===== src/rtl/decode_scoreboard.sv =====
// decode_scoreboard: ID-stage register scoreboard with per-register latency
// countdowns (RAW and WAW interlock) plus an optional LL/SC link tracker.
// Define DECODE_SCOREBOARD_LLSC_EN to build the link FSM; without it the
// atomic outputs are tied low and the LL/SC/store/link_clear inputs are ignored.
module decode_scoreboard #(
  parameter int NUM_REGS     = 32,
  parameter int MUL_LATENCY  = 4,
  parameter int LOAD_LATENCY = 2,
  localparam int AW          = (NUM_REGS > 1) ? $clog2(NUM_REGS) : 1,
  localparam int CW          = 4
) (
  input  logic          clk,
  input  logic          rst_n,
  input  logic          id_valid,
  input  logic [AW-1:0] id_rs_addr,
  input  logic [AW-1:0] id_rt_addr,
  input  logic          id_reads_rs,
  input  logic          id_reads_rt,
  input  logic [AW-1:0] id_dest_addr,
  input  logic          id_dest_we,
  input  logic          id_is_mul,
  input  logic          id_is_load,
  input  logic          id_is_ll,
  input  logic          id_is_sc,
  input  logic          id_is_store,
  input  logic          link_clear,
  output logic          stall,
  output logic          atomic_id,
  output logic          mem_sc_mask_id,
  output logic          sb_busy
);

  // Countdown per register; entry 0 is held at zero so r0 is never pending.
  logic [CW-1:0] cnt_q [NUM_REGS];
  logic [CW-1:0] cnt_d [NUM_REGS];
  logic [CW-1:0] new_lat;
  logic          rs_pend, rt_pend, waw, dest_live, issue;

  // Latency the instruction in ID would load into its destination counter.
  always_comb begin
    new_lat = '0;
    if (id_is_mul)       new_lat = CW'(MUL_LATENCY);
    else if (id_is_load) new_lat = CW'(LOAD_LATENCY);
  end

  // Interlock: value forwardable once its counter reaches 1, so pending is >1.
  // WAW holds the newer writer until the older one would finish no later.
  always_comb begin
    dest_live = id_dest_we && (id_dest_addr != '0);
    rs_pend   = id_reads_rs && (cnt_q[id_rs_addr] > CW'(1));
    rt_pend   = id_reads_rt && (cnt_q[id_rt_addr] > CW'(1));
    waw       = dest_live && (cnt_q[id_dest_addr] > new_lat);
    stall     = id_valid && (rs_pend || rt_pend || waw);
    issue     = id_valid && !stall;
  end

  // Next counter values: load on issue, otherwise count down to zero.
  always_comb begin
    for (int r = 0; r < NUM_REGS; r++) begin
      cnt_d[r] = cnt_q[r];
      if (r == 0) begin
        cnt_d[r] = '0;
      end else if (issue && dest_live && (id_dest_addr == AW'(r)) &&
                   (new_lat != '0)) begin
        cnt_d[r] = new_lat;
      end else if (cnt_q[r] != '0) begin
        cnt_d[r] = cnt_q[r] - CW'(1);
      end
    end
  end

  // Counter state; reset discards anything in flight.
  always_ff @(posedge clk or negedge rst_n) begin
    if (!rst_n) begin
      for (int r = 0; r < NUM_REGS; r++) cnt_q[r] <= '0;
    end else begin
      for (int r = 0; r < NUM_REGS; r++) cnt_q[r] <= cnt_d[r];
    end
  end

  // Busy whenever any counter has not drained.
  always_comb begin
    sb_busy = 1'b0;
    for (int r = 0; r < NUM_REGS; r++) sb_busy = sb_busy | (cnt_q[r] != '0);
  end

`ifdef DECODE_SCOREBOARD_LLSC_EN
  typedef enum logic {IDLE, LINKED} link_st_e;
  link_st_e link_q;

  // Link tracker: link_clear wins over an LL issuing in the same cycle.
  always_ff @(posedge clk or negedge rst_n) begin
    if (!rst_n) begin
      link_q <= IDLE;
    end else begin
      case (link_q)
        IDLE:    if (issue && id_is_ll && !link_clear) link_q <= LINKED;
        LINKED:  if (link_clear || (issue && (id_is_sc || id_is_store))) link_q <= IDLE;
        default: link_q <= IDLE;
      endcase
    end
  end

  assign atomic_id      = (link_q == LINKED);
  assign mem_sc_mask_id = id_valid && id_is_sc && (link_q == IDLE);
`else
  logic unused_llsc;
  assign unused_llsc    = ^{id_is_ll, id_is_sc, id_is_store, link_clear};
  assign atomic_id      = 1'b0;
  assign mem_sc_mask_id = 1'b0;
`endif

endmodule


===== config.mk =====
export PLATFORM = sky130hd
export DESIGN_NAME = decode_scoreboard
export DESIGN_NICKNAME = d
export VERILOG_FILES = /design/src/rtl/decode_scoreboard.sv
export SDC_FILE = /design/constraint.sdc
export NUM_CORES = 1
export LEC_CHECK = 0
export CAP_MARGIN = 20
export CORE_MARGIN = 2
export CORE_UTILIZATION = 55
export CTS_CLUSTER_DIAMETER = 60
export DETAILED_ROUTE_END_ITERATION = 6
export PLACE_DENSITY = 0.73
export SETUP_SLACK_MARGIN = 0.05
export SYNTH_ARGS = -nofsm -noshare
export SYNTH_HDL_FRONTEND = slang
export SYNTH_SLANG_ARGS = --single-unit

===== constraint.sdc =====
create_clock -name clk -period 19.95 [get_ports clk]
set_clock_uncertainty 0.15 [all_clocks]
set_input_delay 3.99 -clock clk [delete_from_list [all_inputs] [get_ports clk]]
set_output_delay 3.99 -clock clk [all_outputs]
set_load 0.1 [all_outputs]

Yosys cells after proc, flatten, opt, wreduce, memory -nomap -nowiden --
Index checks and enable logic that the tools add are counted.
Storage, ports and cells: logic and storage cells 341, input bits 27, output and inout port bits 4, register bits after elaboration 124
Operators by class: reduce and logical (&&, ||, !) cells 136, bitwise logic cells 33, multiplexer cells 73, add/subtract/negate cells 31, magnitude comparators 6, equality and inequality tests 31
Operator list (count):
- $mux W4 | 69
- $reduce_bool A4 Y1 | 32
- $sub A4 B1 Y4 const B | 31
- $eq A5 B5 Y1 const B | 16
- $logic_and A1 B1 Y1 | 69
- $reduce_bool A2 Y1 | 31
- $bmux W4 S5 | 3
- $eq A5 B4 Y1 const B | 8
- $or A1 B1 Y1 | 30
- $eq A5 B3 Y1 const B | 4
- $ge A6 B6 Y1 const B | 3
- $not A5 Y6 | 3
- $eq A5 B2 Y1 const B | 2
- $gt A4 B1 Y1 const B | 2
- $eq A5 B1 Y1 const B | 1
- $reduce_bool A5 Y1 | 1
- $gt A4 B4 Y1 | 1
- $logic_or A1 B1 Y1 | 2
- $mux W2 | 1
- $logic_not A1 Y1 | 1

Logic depth before layout (Yosys ltp) --
depth in word-level cells 31, mapped depth 17, depth with buffers taken out 13

Least setup slack after synthesis --
Ideal clock, no wire load.
path type input to output, start point input port id_dest_addr[0], end point output port stall, required time 15.810 ns, path slack 6.834 ns, path buffers 5, stages on the path 15, data arrival time 8.976 ns, cells stage by stage clkbuf_1 buf_2 buf_1 clkbuf_1 mux4_2 mux4_2 mux2i_1 ha_1 nand2_1 or4_1 a221oi_2 a211oi_1 nor4_4 buf_2 nor2b_1
Between the ends: cells in the longest elaborated chain, start to end 8, elaborated cells on any way between the ends 10, classes of those cells order compare (1); mux (3); bitwise (1); reduce/logical (5)
RTL lines:
- start, declared | RTL line 19 | input logic [AW-1:0] id_dest_addr,
- $not A5 Y6 (not written as such) | RTL line 52 | waw = dest_live && (cnt_q[id_dest_addr] > new_lat);
- $bmux W4 S5 | RTL line 52
- $mux W4 (not written as such) (2 in series) | RTL line 52
- $gt A4 B4 Y1 | RTL line 52
- $logic_and A1 B1 Y1 (*) | RTL line 52
- $logic_or A1 B1 Y1 (*) | RTL line 53 | stall = id_valid && (rs_pend || rt_pend || waw);
- $logic_and A1 B1 Y1 (*) | RTL line 53
- end, declared | RTL line 27 | output logic stall,
Every way passes the cells marked *; elsewhere a longest branch is shown, timed or not. The select of a mux whose other input is x is not followed.

Worst setup path after layout --
Ends and elaborated chain as after synthesis.

==> reports/qor.yml <==
clock_tree:
  htree_levels: 4
  clkSlewWorstSetupHoldPaths_ps: 60
  postCtsHoldBufs: 0
  cts.path.max_buffers: 2
  cts_tree: "yes"
  cts-resized-gates: 0
  clock_sinks: 124
  cts_buffers: 17
  post_cts_buffers: 0
  clock_latency_ps: 430
  root_buffer: "clkbuf_16"
critical_path:
  cpPeakStageDelay_ps: 970
  cp_cell_sequence: "buf_2, nor2b_1, buf_4, a22o_1, mux4_2, nor2_1, nor2_1, ha_1, nand2_1, or4_1, a221oi_2, a211oi_1, nor4_4, nor2b_1, clkdlybuf4s50_1"
  cp_num_buf_inv: 3
  critPathKind: "input pin to output pin"
  crit_start: "id_dest_addr[0]"
  slowest_stage: "clkdlybuf4s50_1"
  path_depth: 15
  ff2ff_path_depth: 13
  path_max_fanout: 36
  crit_family: "buffers and inverters"
  required_ps: 15810
  r2r-start: "cnt_q[106]$_DFFE_PN0P_"
  crit_arrival_ps: 8660
  worstSetupEndpointType: "output pin"
  critPathLaunchType: "input pin"
logic_synthesis:
  async_flop_share_pct: 100
  yosysSeqAreaShare_pct: 33.9
  ys_warn_count: 0
  avgSynthCellArea_um2: 9.46
  ys_types: 52
  syn_inst: 966
  synth_seq_cells: 124
  syn-cell-area_um2: 9140
  synth_edf_count: 0
  synthFlopType: "dfrtp_1"
worst_hold_path:
  whs_path_depth: 2
  hold_path_class: "register to register"
  min_from: "cnt_q[15]$_DFFE_PN0P_"
final_layout:
  largest_register: "cnt_q"
  stdcell_count: 1217
  drive_gt1_share_pct: 9.73
  top_regs: "cnt_q (124)"
  largest_reg_flops: 124
  n_antenna_cell: 0
  area_delta_synth_final_pct: 11.9
  final_nets: 1075
sta:
  fin_crit_sh_pct: 64.2
  max_freq_mhz: 78.1
  slew_headroom_pct: 35.6
  setup_ws_ps: 7150
  final-hold-violation-count: 0
  setup_tns_ps: 0
  tightest_slew_ps: 963
  setup_viol: 0
  post-route-min-period_ps: 12800
  slew_violations: 0
  rsz0062_at_grt: "false"
power_and_ir_drop:
  p_per_area_nw_per_um2: 164
  p_leak_nw: 4.80
  power.total_w: 0.00168
  vdd_drop_max_mv: 0.0832
routing:
  via_count: 7491
  first_pass_iters: 5
  drtAntennaViolNets: 0
  drt_wl_total_mm: 24.1
  routed_via_density: 6.16
  drc: 0
  dr.first_iter.drc_count: 627
  wl_per_cell_um: 19.8
floorplanning:
  rows: 47
  dieArea_um2: 17700
  start_util_pct: 55.7
  die_h_um: 133
  ios: 31
  core_um2: 16400
  die-width_um: 133
place:
  dp.cells: 1182
  hpwlAfterDp_mm: 17.0
  io_buffers: 24
  finalWeightedCongestion: 0.934
  post-place-ws_ps: 7040
global_route:
  grt_pass1_wl_mm: 39.0
  overflow: 0
  antenna_found_initial: 0
  grt_max_degree: 76
  track_usage_pct: 28.6
  grt_pass1_vias: 7198
run_status:
  status: "complete, no violations"
run:
  maxCapViolations: 0
-- placed cells by master (no fill, tap or decap), types with 21 or more instances in the layout --
cell type        instances
a21oi_1                 46
nor2_1                  47
mux2i_1                 69
dfrtp_1                124
and2_1                  40
mux4_2                  32
xor2_1                  24
or3_1                   29
xnor2_1                 35
o21ai_0                 32
nor2b_1                 33
nor3_1                  51
clkdlybuf4s50_1         21
nand2_1                 83
nand4_1                 34
ha_1                    64
inv_1                   69
nor4_1                  23
-- area by class of cell --
| cell class | instances | area (um^2) |
|---|---|---|
| Fill cell | 1370 | 6180 |
| Multi-Input combinational cell | 734 | 5620 |
| Sequential cell | 124 | 3100 |
| Clock buffer | 22 | 464 |
| Timing Repair Buffer | 36 | 342 |
| Tap cell | 220 | 275 |
| Inverter | 71 | 267 |
| Clock inverter | 10 | 163 |
-- final timing paths --
kind | end | slack, ps
min in group asynchronous | cnt_q[4]$_DFFE_PN0P_ | 3430
max reg2reg | cnt_q[94]$_DFFE_PN0P_ | 15450
min reg2reg | cnt_q[15]$_DFFE_PN0P_ | 450
max in group asynchronous | cnt_q[91]$_DFFE_PN0P_ | 15200
min | cnt_q[15]$_DFFE_PN0P_ | 450
max | stall | 7150
-- report_power, final --
part | leakage (nW) | internal [W] | switching, W | total (W)
Sequential | 1.48 | 0.000389 | 0.000170 | 0.000560
Clock | 0.301 | 0.000216 | 0.000119 | 0.000335
Combinational | 3.01 | 0.000385 | 0.000400 | 0.000785
Total | 4.80 | 0.000990 | 0.000689 | 0.00168
-- worst register-to-register path, cell delays in order, from the launching register on --
cell      delay, ps
dfrtp_1         480
mux4_2          520
mux4_2          480
nor2_1          130
nor2_1           60
ha_1            280
nand2_1          80
or4_1           520
a221oi_2        270
a211oi_1        120
nor4_4          210
buf_4           400
nand4_1         300
mux2_2          380
-- cell families (layout without fill, tap and decap cells) --
group / after synthesis / in the layout / synth area share, %
DFF: 124 / 124 / 33.9
other: 1 / 2 / 0.0410
muxes: 116 / 116 / 17.3
AOI/OAI and AO/OA: 120 / 120 / 8.01
adders and majority gates: 64 / 64 / 8.76
buffers and inverters: 109 / 139 / 4.71
xor gates and xnor gates: 59 / 59 / 5.65
and+or+nand+nor: 373 / 373 / 21.6
-- routing by layer --
metal | routed length (um) | GRT usage [%] | vias up
met3 | 1920 | 6.70 | 68
met5 | 0 | 0 | -
met2 | 10800 | 43.2 | 290
met1 | 10500 | 39.8 | 3643
met4 | 900 | 11.9 | 0
li1 | - | - | 3490
-- synthesized netlist by cell type, types with 2 or more instances --
cell type / count / area share (%)
a211oi_1: 10 / 0.82
a21o_1: 5 / 0.41
a21oi_1: 46 / 2.5
a221oi_1: 5 / 0.48
a22o_1: 3 / 0.29
a311oi_1: 2 / 0.19
a31oi_1: 4 / 0.27
and2_1: 40 / 2.7
and4b_1: 2 / 0.22
buf_1: 6 / 0.25
buf_2: 8 / 0.44
buf_4: 3 / 0.25
clkbuf_1: 21 / 0.86
clkinv_1: 2 / 0.082
dfrtp_1: 124 / 34
ha_1: 64 / 8.8
inv_1: 69 / 2.8
mux2_2: 15 / 1.8
mux2i_1: 69 / 7.6
mux4_2: 32 / 7.9
nand2_1: 83 / 3.4
nand2b_1: 6 / 0.41
nand3_1: 8 / 0.44
nand4_1: 34 / 2.3
nor2_1: 47 / 1.9
nor2b_1: 33 / 2.3
nor3_1: 52 / 2.8
nor3b_1: 5 / 0.41
nor4_1: 23 / 1.6
o21ai_0: 32 / 1.8
o221ai_1: 2 / 0.19
o31ai_1: 3 / 0.25
or3_1: 29 / 2.0
or4_1: 4 / 0.33
xnor2_1: 35 / 3.4
xor2_1: 24 / 2.3
-- stage by stage --
stage / hold WS, ps / utilization (%) / instance area [um^2]
CTS: 450 / 62.1 / 10200
detailed placement: 438 / 58.3 / 9560
finish: 455 / 62.4 / 10200
floorplan: 395 / - / 9150
global route: 500 / 62.4 / 10200
global placement: 424 / 58.3 / 9560
(Power assumes the default switching activity.)
